## config.mk

```make
export PLATFORM = sky130hd
export DESIGN_NAME = exponent_diff_pipe
export DESIGN_NICKNAME = d
export VERILOG_FILES = /design/src/rtl/exponent_pkg.sv /design/src/rtl/exp_abs_sub.sv /design/src/rtl/exponent_diff_pipe.sv
export SDC_FILE = /design/constraint.sdc
export NUM_CORES = 1
export LEC_CHECK = 0
export CAP_MARGIN = 0
export CORE_MARGIN = 1.5
export CORE_UTILIZATION = 45
export DETAILED_ROUTE_END_ITERATION = 8
export HOLD_SLACK_MARGIN = 0.06
export PLACE_DENSITY = 0.7
export SYNTH_ARGS = -nofsm -noshare
export SYNTH_HDL_FRONTEND = slang
export SYNTH_SLANG_ARGS = --single-unit
```

## constraint.sdc

```tcl
create_clock -name clk -period 3.65 [get_ports clk]
set_clock_uncertainty 0.15 [all_clocks]
set_input_delay 0.5475 -clock clk [delete_from_list [all_inputs] [get_ports clk]]
set_output_delay 0.5475 -clock clk [all_outputs]
set_load 0.02 [all_outputs]
```

## src/rtl/exponent_pkg.sv

```systemverilog
// ---------------------------------------------------------------------------
// exponent_pkg
// Shared defaults and result record for the exponent-difference pipeline.
//   EW_DEF        default exponent width
//   MAX_SHIFT_DEF default largest meaningful alignment shift
//   SW_DEF        shift width matching MAX_SHIFT_DEF
//   exp_res_t     result record at the default widths
// ---------------------------------------------------------------------------
package exponent_pkg;

  localparam int EW_DEF        = 8;
  localparam int MAX_SHIFT_DEF = 16;
  localparam int SW_DEF        = $clog2(MAX_SHIFT_DEF + 1);

  typedef struct packed {
    logic [EW_DEF-1:0] er;
    logic              greater;
    logic              equal;
    logic [EW_DEF-1:0] diff;
    logic [SW_DEF-1:0] shift;
    logic              shifted_out;
    logic              zero_res;
  } exp_res_t;

endpackage

```

## src/rtl/exp_abs_sub.sv

```systemverilog
// ---------------------------------------------------------------------------
// exp_abs_sub
// Combinational magnitude and larger-operand selection from a registered
// raw difference.
//   dr        EW+1-bit e1 - e2; MSB is the borrow (e1 < e2)
//   e1, e2    operand exponents
//   z1, z2    operand-is-zero flags
//   er        selected (larger) exponent
//   mag       |e1 - e2|, forced to 0 when either operand is zero
//   greater   operand 1 selected (ties and both-zero included)
//   equal     e1 == e2 with both operands non-zero
// ---------------------------------------------------------------------------
module exp_abs_sub #(
  parameter int EW = 8
) (
  input  logic [EW:0]   dr,
  input  logic [EW-1:0] e1,
  input  logic [EW-1:0] e2,
  input  logic          z1,
  input  logic          z2,
  output logic [EW-1:0] er,
  output logic [EW-1:0] mag,
  output logic          greater,
  output logic          equal
);

  always_comb begin
    er      = '0;
    mag     = '0;
    greater = 1'b1;
    equal   = 1'b0;
    if (z1 && z2) begin
      // both zero: defaults already describe the result
    end else if (z1) begin
      er      = e2;
      greater = 1'b0;
    end else if (z2) begin
      er = e1;
    end else if (dr[EW]) begin
      // borrow: low EW bits hold 2^EW - |d|, negation recovers |d| without wrap
      er      = e2;
      greater = 1'b0;
      mag     = -dr[EW-1:0];
    end else begin
      er    = e1;
      mag   = dr[EW-1:0];
      equal = (dr[EW-1:0] == '0);
    end
  end

endmodule

```

## src/rtl/exponent_diff_pipe.sv

```systemverilog
// ---------------------------------------------------------------------------
// exponent_diff_pipe
// Two-stage valid/ready pipeline computing exponent alignment information for
// a floating-point add: larger exponent, |e1 - e2|, saturated shift and flags.
//   clk, rst_n           clock, async active-low reset
//   in_valid / in_ready  operand pair handshake
//   e1, e2, z1, z2       biased exponents and zero flags
//   out_valid/out_ready  result handshake
//   er, greater, equal, diff, shift, shifted_out, zero_res   result fields
// S1 holds operands plus the raw EW+1-bit difference; S2 holds the result.
// ---------------------------------------------------------------------------
module exponent_diff_pipe
  import exponent_pkg::*;
#(
  parameter  int EW        = EW_DEF,
  parameter  int MAX_SHIFT = MAX_SHIFT_DEF,
  localparam int SW        = $clog2(MAX_SHIFT + 1)
) (
  input  logic          clk,
  input  logic          rst_n,
  input  logic          in_valid,
  output logic          in_ready,
  input  logic [EW-1:0] e1,
  input  logic [EW-1:0] e2,
  input  logic          z1,
  input  logic          z2,
  output logic          out_valid,
  input  logic          out_ready,
  output logic [EW-1:0] er,
  output logic          greater,
  output logic          equal,
  output logic [EW-1:0] diff,
  output logic [SW-1:0] shift,
  output logic          shifted_out,
  output logic          zero_res
);

  localparam logic [EW-1:0] MAX_E = EW'(MAX_SHIFT);
  localparam logic [SW-1:0] MAX_S = SW'(MAX_SHIFT);

  logic          run;
  logic          s1_valid;
  logic [EW-1:0] s1_e1, s1_e2;
  logic          s1_z1, s1_z2;
  logic [EW:0]   s1_dr;

  logic          s2_take, s1_adv, in_fire;
  logic [EW-1:0] c_er, c_mag;
  logic          c_greater, c_equal, c_sat;
  logic [SW-1:0] c_shift;

  assign s2_take  = !out_valid || out_ready;
  assign s1_adv   = s1_valid && s2_take;
  // run keeps in_ready low until the first edge after reset release
  assign in_ready = run && (!s1_valid || s1_adv);
  assign in_fire  = in_valid && in_ready;

  always_ff @(posedge clk or negedge rst_n) begin
    if (!rst_n) run <= 1'b0;
    else        run <= 1'b1;
  end

  always_ff @(posedge clk or negedge rst_n) begin
    if (!rst_n) begin
      s1_valid <= 1'b0;
      s1_e1    <= '0;
      s1_e2    <= '0;
      s1_z1    <= 1'b0;
      s1_z2    <= 1'b0;
      s1_dr    <= '0;
    end else if (in_fire) begin
      s1_valid <= 1'b1;
      s1_e1    <= e1;
      s1_e2    <= e2;
      s1_z1    <= z1;
      s1_z2    <= z2;
      s1_dr    <= {1'b0, e1} - {1'b0, e2};
    end else if (s1_adv) begin
      s1_valid <= 1'b0;
    end
  end

  exp_abs_sub #(.EW(EW)) u_abs (
    .dr      (s1_dr),
    .e1      (s1_e1),
    .e2      (s1_e2),
    .z1      (s1_z1),
    .z2      (s1_z2),
    .er      (c_er),
    .mag     (c_mag),
    .greater (c_greater),
    .equal   (c_equal)
  );

  assign c_sat   = (c_mag > MAX_E);
  assign c_shift = c_sat ? MAX_S : c_mag[SW-1:0];

  always_ff @(posedge clk or negedge rst_n) begin
    if (!rst_n) begin
      out_valid   <= 1'b0;
      er          <= '0;
      greater     <= 1'b0;
      equal       <= 1'b0;
      diff        <= '0;
      shift       <= '0;
      shifted_out <= 1'b0;
      zero_res    <= 1'b0;
    end else if (s2_take) begin
      out_valid <= s1_valid;
      if (s1_valid) begin
        er          <= c_er;
        greater     <= c_greater;
        equal       <= c_equal;
        diff        <= c_mag;
        shift       <= c_shift;
        shifted_out <= c_sat;
        zero_res    <= s1_z1 && s1_z2;
      end
    end
  end

endmodule

```

==> key figures <==
Run status
  • Status: completed

Synth
  • Asr flop ratio synth: 1.00
  • Compound-Gate Fraction of Synth Area: 0.150
  • Sequential area share after synthesis: 0.498
  • Yosys cell types: 44
  • Warnings from Yosys: 0
  • Largest family of logic cells by synthesized area: simple AND/OR/NAND/NOR gates
  • Syn Nets: approximately 310
  • Syn_area_per_cell: roughly 10 um^2
  • Ys flop type: dfrtp_1
  • Post-Synthesis Cells: roughly 280
  • Simple-Gate Fraction of Synth Area: 0.169
  • Multiplexer area fraction after synthesis: 0.0729
  • Post-synthesis xor/xnor area fraction: 0.0254
  • Mapped Area: roughly 2800 um^2
  • Synthesized flop and latch total: 55
  • Number of enable flip-flop cells after synthesis: 0
  • Area share of fa/ha/maj cells after synthesis: 0.0480

Setup path
  • Worst setup SP type: primary input
  • CP Data Required Time: 2.95 ns
  • WS Path Type: primary input to primary output
  • CP arrival: between 2 and 2.5 ns
  • CP Capture Type: primary output
  • Max FO, Critical Path: 3

Clock network
  • Cts repair resizes: 0
  • Clock root buffer: clkbuf_8
  • Register clock-pin slew on the reported worst setup and hold paths: about 0.1 ns
  • Post-CTS Setup Inserts: 0
  • Post-cts hold buffer count: 0
  • CTS sink cnt: 55
  • CTS tree: yes
  • Skew-Pair Late Insertion Delay: about 0.3 ns
  • Clock tree buffer depth: 2
  • H-tree lvl count: 2
  • CTS Buf Count: 5

Final layout
  • Total Nets Final: between 300 and 400
  • Most common cell after layout, fill and taps aside: dfrtp_1
  • Most frequent cells in the layout: dfrtp_1 (55), nand2_1 (47), clkdlybuf4s50_1 (47), o21ai_0 (34), inv_1 (14)
  • Diode count: 0
  • Share of post-route cells with drive strength above 1: 0.0967
  • Multi-input gate area: roughly 1300 um^2
  • FILL cells: 533
  • Register area: roughly 1400 um^2
  • Area grow syn2layout: 23.1%
  • Util after Layout: 0.574

Global routing
  • Initial antenna violation count: 0
  • Congestion Overflow GR: 0
  • Largest net degree at the start of global routing: 41
  • Vias in the first global route: between 2000 and 2500
  • Total GRT Usage: 0.192
  • First-pass GRT wire length: between 9 and 10 mm

Drt
  • Final ANT Viol Nets: 0
  • Post-Route WL: 5.61 mm
  • DR DRC count: 0
  • Initial DRT Pass Iterations: 4
  • Initial drt markers: 126
  • WL/cell: ~14 um
  • Via density: 5.33
  • Via count: 2164

Power and ir drop
  • Power density over the cells: roughly 520 nW/um^2
  • Worst vdd ir: between 200 and 250 uV
  • Leakage power: 1.54 nW

STA
  • RSZ-0062 raised after global routing: no
  • Setup violators final: 0
  • Fin. Hold Viols: 0
  • Measured slew at the worst slew-check pin: ~0.89 ns
  • Setup TNS: 0 ns
  • Fin crit period: 2.71 ns
  • Hold WS: between 0.2 and 0.25 ns
  • Period utilisation layout: 0.741
  • Max Clk Rate: approximately 0.37 GHz
  • Worst rel slew slack: 0.406
  • Max-slew violations: 0

Floorplan
  • DIE WIDTH: just over 80 um
  • Area of the die: ~6600 um^2
  • Initial Utilization: 0.467
  • IO Pins: 49
  • Site Rows: 28
  • Core Region: between 5000 and 6000 um^2
  • Height of the die: slightly above 80 um

Placement
  • PortBufs: 48
  • Gp weighted congestion: about 0.84
  • Detailed placement HPWL: between 4 and 5 mm

Run
  • Max cap viols: 0

Min path
  • Worst Hold Class: primary input to asynchronous set/reset pin
-- layer usage --
layer	vias up	wire length [um]	global-route usage
met5	-	0	0
met4	0	42	0.0483
met3	4	182	0.0348
met2	43	2750	0.315
met1	1048	2640	0.263
li1	1069	-	-
-- worst max-delay path, stage by stage --
cell             delay [ns]
clkdlybuf4s50_1        0.47
nand3b_1               0.12
and2_1                 0.23
clkdlybuf4s50_1        0.64
-- cell usage after synthesis, drive strengths merged, types with 2 or more instances --
library cell	count	area share
a2111oi	2	0.0063
a211o	2	0.0063
a21o	2	0.0059
a21oi	7	0.013
a31oi	3	0.0068
and2	2	0.0045
and2b	2	0.0063
buf	5	0.0091
clkbuf	5	0.0068
dfrtp	55	0.50
ha	9	0.041
inv	14	0.019
mux2	9	0.037
mux2i	10	0.036
nand2	49	0.068
nand2b	3	0.0068
nand3	3	0.0054
nand3b	2	0.0054
nand4	2	0.0045
nor2	13	0.018
nor2b	2	0.0045
nor3	9	0.018
o21a	5	0.014
o21ai	35	0.063
o31ai	8	0.022
or2	2	0.0045
or3	4	0.0091
xnor2	3	0.0095
xor2	5	0.016
-- area by class of cell --
class,instances,area share
Sequential cell,55,0.405
Multi-Input combinational cell,202,0.379
Timing Repair Buffer,52,0.149
Tap cell,75,0.0276
Clock buffer,7,0.0225
Inverter,14,0.0155
Clock inverter,1,0.00147
-- logic make-up (layout without fill, tap and decap cells) --
family	after synthesis	in the layout
multiplexers	19	19
other	1	1
adder cells (fa/ha/maj)	10	10
buffers and inverters	24	74
flip-flops	55	55
AO/OA/AOI/OAI	67	67
AND/OR/NAND/NOR	97	97
XOR/XNOR	8	8
-- worst paths after layout --
path	end	slack [ns]	start	cells past startpoint
max	in_ready	0.94	out_ready	4
min	er[0]$_DFFE_PN0P_	0.21	rst_n	1
max reg2reg	shifted_out$_DFFE_PN0P_	1.35	s1_dr[0]$_DFFE_PN0P_	7
min reg2reg	diff[3]$_DFFE_PN0P_	0.33	diff[3]$_DFFE_PN0P_	1
max in group asynchronous	s1_e2[1]$_DFFE_PN0P_	2.39	rst_n	2
min in group clk	diff[3]$_DFFE_PN0P_	0.33	diff[3]$_DFFE_PN0P_	1
-- report_power, final --
group | switching, mW | total, mW | internal, mW
clock | 0.189 | 0.324 | 0.135
sequential | 0.0987 | 0.831 | 0.733
combinational | 0.317 | 0.615 | 0.298
-- sequential cells by signal (all words and copies together) (netlist names) --
signal / cells
s1_dr: 9
diff: 8
er: 8
s1_e1: 8
s1_e2: 8
shift: 5
equal: 1
greater: 1
out_valid: 1
run: 1
s1_valid: 1
s1_z1: 1
s1_z2: 1
shifted_out: 1
zero_res: 1
-- per-stage QoR --
| step | instance area (um^2) | cells | total power [mW] | worst slack, ns |
|---|---|---|---|---|
| 2_1_floorplan | 2760 | 281 | 1.20 | 1.42 |
| 3_3_place_gp | 3320 | 398 | 1.45 | 0.828 |
| 3_5_place_dp | 3320 | 398 | 1.47 | 0.795 |
| 4_1_cts | 3400 | 406 | 1.79 | 0.946 |
| 5_1_grt | 3400 | 406 | 1.89 | 0.874 |
| 6_report | 3400 | 406 | 1.77 | 0.945 |
Power figures use the tool's default switching activity.
